===== src/rtl/systolic_job_scheduler_if.sv =====
// Host-side job/done handshake bundle for the systolic job scheduler.
// The host drives descriptors, abort and done acceptance; the scheduler answers.
interface systolic_job_scheduler_if #(
    parameter int ID_W   = 4,
    parameter int TILE_W = 4
);
    logic              job_valid;
    logic              job_ready;
    logic [ID_W-1:0]   job_id;
    logic [TILE_W-1:0] job_tiles;
    logic              abort;
    logic              done_valid;
    logic [ID_W-1:0]   done_id;
    logic              done_ready;

    modport master (
        output job_valid, job_id, job_tiles, abort, done_ready,
        input  job_ready, done_valid, done_id
    );

    modport slave (
        input  job_valid, job_id, job_tiles, abort, done_ready,
        output job_ready, done_valid, done_id
    );
endinterface


===== src/rtl/systolic_job_scheduler.sv =====
// Sequences an NxN weight-stationary array through host matmul jobs:
// one LOAD of the stationary A rows, then one skewed PROCESS pass per B tile.
typedef enum logic [1:0] {
    PASSTHROUGH = 2'd0,
    LOAD        = 2'd1,
    PROCESS     = 2'd2
} input_mux_t;

module systolic_job_scheduler #(
    parameter int  N      = 4,
    parameter int  TILE_W = 4,
    parameter int  ID_W   = 4,
    parameter int  ADDR_W = 8,
    localparam int LOG_N  = $clog2(N)
) (
    input  logic                          clk_i,
    input  logic                          rst_ni,
    systolic_job_scheduler_if.slave       host,
    input  logic                          acc_ready_i,
    output input_mux_t                    mode_o,
    output logic                          array_en_o,
    output logic                          a_rd_en_o,
    output logic [LOG_N-1:0]              a_rd_addr_o,
    output logic [N-1:0]                  b_rd_en_o,
    output logic [N-1:0][ADDR_W-1:0]      b_rd_addr_o,
    output logic [N-1:0]                  acc_valid_o,
    output logic                          busy_o
);

    localparam int T_W = $clog2(3*N - 1);
    localparam logic [T_W-1:0] T_LOAD_END = T_W'(N - 1);
    localparam logic [T_W-1:0] T_PROC_END = T_W'(3*N - 2);

    typedef enum logic [1:0] {
        S_IDLE = 2'd0,
        S_LOAD = 2'd1,
        S_PROC = 2'd2,
        S_DONE = 2'd3
    } state_t;

    state_t            state_r,  state_nx_s;
    logic [T_W-1:0]    t_r,      t_nx_s;
    logic [TILE_W-1:0] k_r,      k_nx_s;
    logic [TILE_W-1:0] tiles_r,  tiles_nx_s;
    logic [ID_W-1:0]   id_r,     id_nx_s;
    logic              in_proc_s;

    // State, counter and descriptor registers.
    always_ff @(posedge clk_i or negedge rst_ni) begin
        if (!rst_ni) begin
            state_r <= S_IDLE;
            t_r     <= '0;
            k_r     <= '0;
            tiles_r <= '0;
            id_r    <= '0;
        end else begin
            state_r <= state_nx_s;
            t_r     <= t_nx_s;
            k_r     <= k_nx_s;
            tiles_r <= tiles_nx_s;
            id_r    <= id_nx_s;
        end
    end

    // Next-state logic; abort outranks both stall and the done handshake.
    always_comb begin
        state_nx_s = state_r;
        t_nx_s     = t_r;
        k_nx_s     = k_r;
        tiles_nx_s = tiles_r;
        id_nx_s    = id_r;
        case (state_r)
            S_IDLE: begin
                if (host.job_valid) begin
                    id_nx_s    = host.job_id;
                    tiles_nx_s = host.job_tiles;
                    t_nx_s     = '0;
                    k_nx_s     = '0;
                    state_nx_s = (host.job_tiles != '0) ? S_LOAD : S_DONE;
                end else begin
                    state_nx_s = S_IDLE;
                end
            end
            S_LOAD: begin
                if (host.abort) begin
                    state_nx_s = S_IDLE;
                    t_nx_s     = '0;
                    k_nx_s     = '0;
                end else if (!acc_ready_i) begin
                    state_nx_s = S_LOAD;
                end else if (t_r == T_LOAD_END) begin
                    state_nx_s = S_PROC;
                    t_nx_s     = '0;
                    k_nx_s     = '0;
                end else begin
                    t_nx_s = t_r + T_W'(1);
                end
            end
            S_PROC: begin
                if (host.abort) begin
                    state_nx_s = S_IDLE;
                    t_nx_s     = '0;
                    k_nx_s     = '0;
                end else if (!acc_ready_i) begin
                    state_nx_s = S_PROC;
                end else if (t_r == T_PROC_END) begin
                    t_nx_s = '0;
                    if (k_r != tiles_r - TILE_W'(1)) begin
                        k_nx_s = k_r + TILE_W'(1);
                    end else begin
                        k_nx_s     = '0;
                        state_nx_s = S_DONE;
                    end
                end else begin
                    t_nx_s = t_r + T_W'(1);
                end
            end
            S_DONE: begin
                if (host.abort || host.done_ready) begin
                    state_nx_s = S_IDLE;
                end else begin
                    state_nx_s = S_DONE;
                end
            end
            default: begin
                state_nx_s = S_IDLE;
                t_nx_s     = '0;
                k_nx_s     = '0;
            end
        endcase
    end

    // Moore output decode; stall only gates strobes, never addresses.
    always_comb begin
        mode_o          = PASSTHROUGH;
        array_en_o      = 1'b0;
        a_rd_en_o       = 1'b0;
        a_rd_addr_o     = '0;
        host.job_ready  = 1'b0;
        host.done_valid = 1'b0;
        host.done_id    = id_r;
        busy_o          = 1'b1;
        case (state_r)
            S_IDLE: begin
                host.job_ready = 1'b1;
                busy_o         = 1'b0;
            end
            S_LOAD: begin
                mode_o      = LOAD;
                array_en_o  = acc_ready_i;
                a_rd_en_o   = acc_ready_i;
                a_rd_addr_o = t_r[LOG_N-1:0];
            end
            S_PROC: begin
                mode_o     = PROCESS;
                array_en_o = acc_ready_i;
            end
            S_DONE: begin
                host.done_valid = 1'b1;
            end
            default: begin
                mode_o = PASSTHROUGH;
            end
        endcase
    end

    assign in_proc_s = (state_r == S_PROC);

    // Lane c reads B rows c..c+N-1 cycles into the pass; results emerge N-1 cycles later.
    for (genvar c = 0; c < N; c++) begin : g_lane
        localparam logic [T_W:0] B_LO = (T_W+1)'(c);
        localparam logic [T_W:0] V_LO = (T_W+1)'(N - 1 + c);
        localparam logic [T_W:0] SPAN = (T_W+1)'(N - 1);

        logic [T_W:0] b_off_s;
        logic [T_W:0] v_off_s;
        logic         b_win_s;
        logic         v_win_s;

        assign b_off_s = {1'b0, t_r} - B_LO;
        assign v_off_s = {1'b0, t_r} - V_LO;
        assign b_win_s = in_proc_s && (b_off_s <= SPAN);
        assign v_win_s = in_proc_s && (v_off_s <= SPAN);

        assign b_rd_en_o[c]   = b_win_s & acc_ready_i;
        assign acc_valid_o[c] = v_win_s & acc_ready_i;
        assign b_rd_addr_o[c] = b_win_s
                              ? (ADDR_W'(k_r) * ADDR_W'(N) + ADDR_W'(b_off_s))
                              : '0;
    end

endmodule

===== src/flat_wrapper.sv =====
// flat-port wrapper written by rule: the top's interface ports become plain ports
module systolic_job_scheduler_flat 
#(
    parameter int  N      = 4,
    parameter int  TILE_W = 4,
    parameter int  ID_W   = 4,
    parameter int  ADDR_W = 8,
    localparam int LOG_N  = $clog2(N)
)
  (clk_i, rst_ni, acc_ready_i, mode_o, array_en_o, a_rd_en_o, a_rd_addr_o, b_rd_en_o, b_rd_addr_o, acc_valid_o, busy_o, host_job_valid, host_job_id, host_job_tiles, host_abort, host_done_ready, host_job_ready, host_done_valid, host_done_id);
  systolic_job_scheduler_if #(.ID_W(ID_W), .TILE_W(TILE_W)) host_i ();
  input  logic clk_i;
  input  logic rst_ni;
  input  logic acc_ready_i;
  output input_mux_t mode_o;
  output logic array_en_o;
  output logic a_rd_en_o;
  output logic [LOG_N-1:0] a_rd_addr_o;
  output logic [N-1:0] b_rd_en_o;
  output logic [N-1:0][ADDR_W-1:0] b_rd_addr_o;
  output logic [N-1:0] acc_valid_o;
  output logic busy_o;
  input wire logic [$bits(host_i.job_valid)-1:0] host_job_valid;
  input wire logic [$bits(host_i.job_id)-1:0] host_job_id;
  input wire logic [$bits(host_i.job_tiles)-1:0] host_job_tiles;
  input wire logic [$bits(host_i.abort)-1:0] host_abort;
  input wire logic [$bits(host_i.done_ready)-1:0] host_done_ready;
  output wire logic [$bits(host_i.job_ready)-1:0] host_job_ready;
  output wire logic [$bits(host_i.done_valid)-1:0] host_done_valid;
  output wire logic [$bits(host_i.done_id)-1:0] host_done_id;
  assign host_i.job_valid = host_job_valid;
  assign host_i.job_id = host_job_id;
  assign host_i.job_tiles = host_job_tiles;
  assign host_i.abort = host_abort;
  assign host_i.done_ready = host_done_ready;
  assign host_job_ready = host_i.job_ready;
  assign host_done_valid = host_i.done_valid;
  assign host_done_id = host_i.done_id;
  systolic_job_scheduler #(.N(N), .TILE_W(TILE_W), .ID_W(ID_W), .ADDR_W(ADDR_W)) u_core (.clk_i(clk_i), .rst_ni(rst_ni), .host(host_i), .acc_ready_i(acc_ready_i), .mode_o(mode_o), .array_en_o(array_en_o), .a_rd_en_o(a_rd_en_o), .a_rd_addr_o(a_rd_addr_o), .b_rd_en_o(b_rd_en_o), .b_rd_addr_o(b_rd_addr_o), .acc_valid_o(acc_valid_o), .busy_o(busy_o));
endmodule

===== config.mk =====
export PLATFORM = sky130hd
export DESIGN_NAME = systolic_job_scheduler_flat
export DESIGN_NICKNAME = d
export VERILOG_FILES = /design/src/rtl/systolic_job_scheduler_if.sv /design/src/rtl/systolic_job_scheduler.sv /design/src/flat_wrapper.sv
export SDC_FILE = /design/constraint.sdc
export NUM_CORES = 1
export LEC_CHECK = 0
export ABC_AREA = 1
export BUFFER_PORTS_ARGS = -buffer_cell sky130_fd_sc_hd__buf_2
export CORE_MARGIN = 3
export CORE_UTILIZATION = 30
export DETAILED_ROUTE_END_ITERATION = 10
export GPL_TIMING_DRIVEN = 0
export PLACE_DENSITY_LB_ADDON = 0.3
export SLEW_MARGIN = 20
export SYNTH_ARGS = -nofsm -noshare
export SYNTH_HDL_FRONTEND = slang
export SYNTH_SLANG_ARGS = --single-unit

===== constraint.sdc =====
create_clock -name clk_i -period 2.75 [get_ports clk_i]
set_input_delay 0.55 -clock clk_i [delete_from_list [all_inputs] [get_ports clk_i]]
set_output_delay 0.55 -clock clk_i [all_outputs]
set_load 0.01 [all_outputs]

* Word level (Yosys, flattened, before mapping) *
Cells that the tools add are included.

operators by class
  add/subtract/negate cells = 13
  order comparisons = 7
  equal/unequal tests = 14
  mux-type cells = 38
  bitwise logic cells = 7
  reduce and logical (&&, ||, !) cells = 16

operator list
  cell                                                    count
  2-to-1 mux 4 bit                                        14
  2-to-1 mux 8 bit                                        4
  <= comparator 5 x 2 -> 1 bit (second input constant)    6
  case mux 4 bit (3 select lines)                         2
  2-to-1 mux 2 bit                                        11
  adder 6 x 5 -> 7 bit                                    3
  subtractor 4 x 3 -> 5 bit (second input constant)       3
  subtractor 4 x 2 -> 5 bit (second input constant)       2
  inequality test 3 bit (second input constant)           3
  adder 4 x 1 -> 4 bit (second input constant)            2
  inequality test 4 bit (second input constant)           2
  case mux 2 bit (4 select lines)                         1
  adder 6 x 4 -> 7 bit                                    1
  AND 1 bit                                               7
  logical AND 1 bit                                       7
  AND reduction 6 bit                                     1
  2-to-1 mux 1 bit                                        5
  subtractor 4 x 1 -> 5 bit (second input constant)       1
  equality test 2 bit (second input constant)             2
  equality test 4 x 2 -> 1 bit (second input constant)    1
  equality test 4 bit (second input constant)             1
  <= comparator 4 x 2 -> 1 bit (second input constant)    1
  inequality test 4 x 3 -> 1 bit (second input constant)  1
  inequality test 4 bit                                   1
  13 further kinds                                        13

storage, ports and cells
  flip-flop bits (word level) = 18
  input port bits = 14
  output and inout port bits = 53

* Depth between registers and ports, before layout *
  depth in word-level cells = 7
  mapped depth = 12
  gate-level depth less buffers = 12

* Least setup slack after synthesis *
OpenSTA, ideal clock, no wires.

  kind = reg-to-output
  from = reg u_core.t_r[2]
  to = out b_rd_addr_o[30] (netlist bit)
  arrival = 2.221 ns
  data required time = 2.200 ns
  path slack = -0.021 ns
  cell stages (with the launch flop) = 12
  buffers on the path = 0
  cells stage by stage = dfrtp_1 > inv_1 > ha_1 > nand2_1 > nand2_2 > xor2_2 > inv_1 > fa_1 > or2_2 > nand2_1 > nand2_1 > nor2_1

RTL lines
  what                      line                          text
  start: declaration        systolic_job_scheduler.sv:42  logic [T_W-1:0] t_r, t_nx_s;
  start signal: assignment  systolic_job_scheduler.sv:58  t_r <= t_nx_s;
  end: declaration          flat_wrapper.sv:20            output logic [N-1:0][ADDR_W-1:0] b_rd_addr_o;

==> metrics.cfg <==
[clocking]
insertion_delay_ns=0.26
tritoncts.num_buffers=3
ctsRootBufferMaster=clkbuf_8
clock_sinks=18
htree_levels=1
clockBufferDepth=2
cts.clk_slew.worst_paths_ns=0.08
cts_tree=built

[grt]
grt_pass1_wl_um=11140
grt_overflow=0
grt_max_degree=19
antenna_found_initial=0
grt_busiest_layer=met2
grt_pass1_vias=2350
use_met3_pct=1.641
grt.met1_usage_pct=20.40
grt_use_total_pct=15.82
grt_use_met2_pct=28.28

[routing]
drt-initial-drc-count=126
dr.pass1.iters=4
post-route-drc-count=0
wire_per_inst_um=13.30
antenna_left=0
via_count=2348
wirelength_um=6731
vias_per_cell=4.640

[logic_synthesis]
synth_flop_cell=dfrtp_1
syn_avg_cell_area_um2=7.085
synth_top_area_share_pct=20.25
yosys.cell_count.top_type=inv_1
synth_common_cells=inv_1 (56), nand2_1 (54), nor2_1 (45)
ys_seq_area_share_pct=20.25
synth-edff-count=0
yosys-top-cells-area=dfrtp_1 (20%), ha_1 (19%), inv_1 (9.4%)
ys_ff_latch=18
synthArstFlopShare_pct=100.0
netlist_area_um2=2225
synth_area_leader_cell=dfrtp_1
synth_warnings=0
ys_types=37
synthCells=314

[placed_design]
portBuffers=62
gp_congestion=0.8378
dpl.cell_count=475
hpwl_um=4747

[layout]
layout-drive-gt1-share_pct=42.68
instances_no_fill=506
fin_nets=462
area_delta_synth_final_pct=46.57
antenna_cells=0

[worst_setup_path]
r2r_start=u_core.state_r[0]
crit_path_end_kind=output pin
crit_fanout=7
path_class=reg2out
critical_path_required_ns=2.20
cp-startpoint=u_core.t_r[1]
arrival_ns=2.31
start_kind=flop

[timing]
drv_slew=0
fin_ws_ns=-0.1073
period_needed_ns=2.857
finalHoldViolations=0
fin_skew_ns=0.002096
setup_viol=10
rsz0062_at_grt=yes
period_share_pct=103.9
max_clock_freq_ghz=0.3500

[power_and_ir_drop]
power.density_nw_per_um2=518.4
total_power_uw=1690
ir_worst_vdd_mv=0.2258
power.leakage_uw=0.001773

[floorplanning]
die_area_um2=8484
die_w_um=92.11
io_pins=67
placementRows=30
initial_core_util_pct=31.86
die_h_um=92.11
design.core.area_um2=6982

[run]
maxCapViolCount=0

[min_path]
worstHoldPathType=in2async

[status]
violations=setup timing
outcome=complete, but fails checks

## flip-flops by register name, summed over array words and instances (netlist names)
register             count
u_core.state_r           2
u_core.host.done_id      4
u_core.k_r               4
u_core.t_r               4
u_core.tiles_r           4
## cell families (layout without fill, tap and decap cells)
family	Yosys count	in the layout	synth area share, %
AOI/OAI and AO/OA	38	38	10.63
xor gates and xnor gates	9	9	3.881
adders and majority gates	37	37	22.16
buffers and inverters	69	162	13.22
DFF	18	18	20.25
muxes	4	4	2.025
other	1	4	0.1686
and+or+nand+nor	138	138	27.67
## metrics by stage
| stage | TNS, ns | instance area [um2] | hold slack (ns) | setup WS, ns | utilization (%) |
|---|---|---|---|---|---|
| 3_5_place_dp | -1.889 | 2666 | 0.4886 | -0.3041 | 38.19 |
| 5_1_grt | -1.764 | 3261 | 0.2578 | -0.1892 | 46.70 |
| 3_3_place_gp | -1.699 | 2666 | 0.4815 | -0.2866 | 38.19 |
| 2_1_floorplan | 0 | 2236 | 0.2544 | 0.05667 | - |
| 6_report | -0.4932 | 3261 | 0.2232 | -0.1073 | 46.70 |
| 4_1_cts | -0.4453 | 3104 | 0.2368 | -0.08434 | 44.46 |
## per-layer routing
metal  wire length [um]  vias to the layer above  part of all wire [%]
li1                   -                     1182                     -
met1               3017                     1104                    45
met2               3435                       54                    51
met3                206                        8                   3.1
met4                 71                        0                   1.1
met5                  0                        -                     0
## final cells by class
cell class                      instances  area [um2]
Clock buffer                            4       55.05
Buffer                                  9       68.82
Multi-Input combinational cell        230        1799
Sequential cell                        18       455.4
Inverter                               60       237.7
Tap cell                               96       120.1
Fill cell                             690        3721
Timing Repair Buffer                   89       524.3
## cell usage in the layout, fill, tap and decap left out, drive strengths merged, types with 3 or more instances in the layout
master / n
a21oi: 11
xor2: 8
buf: 98
a31oi: 3
o22ai: 3
nand3: 15
fa: 4
conb: 4
o211ai: 3
nor3: 6
mux2: 4
dfrtp: 18
nand4: 7
clkbuf: 4
nand2: 57
o21ai: 13
nor2: 48
ha: 33
inv: 60
## final timing paths
kind	end	slack (ns)	depth (start not counted)
worst max-delay path	b_rd_addr_o[30]	-0.11	11
worst min-delay path	u_core.host.done_id[3]	0.22	1
worst max register to register	u_core.t_r[2]	1.04	9
worst min register to register	u_core.host.done_id[0]	0.50	1
max in group asynchronous	u_core.t_r[0]	2.19	1
min in group clk_i	u_core.host.done_id[0]	0.50	1
## power breakdown
part           internal (uW)  switching, uW  leakage (uW)
Sequential               344           73.0      0.000224
Combinational            426            621       0.00152
Clock                    127           98.0     0.0000288
## timing repair
item,in CTS,in global routing
resized for setup,60,18
buffers inserted,16,11
endpoints found under the setup margin,33,22
hold buffers,0,0
pin swaps,18,13
## critical path: stages, from the launching register on
cell and delay [ns]:
dfrtp_2 0.50, ha_4 0.22, xor2_4 0.16, inv_2 0.10
ha_4 0.14, inv_2 0.04, fa_2 0.33, or2_4 0.27
nand2_2 0.05, nand2_1 0.04, nor2_1 0.08, buf_2 0.13
No activity file was read; power rests on OpenSTA's default activity.
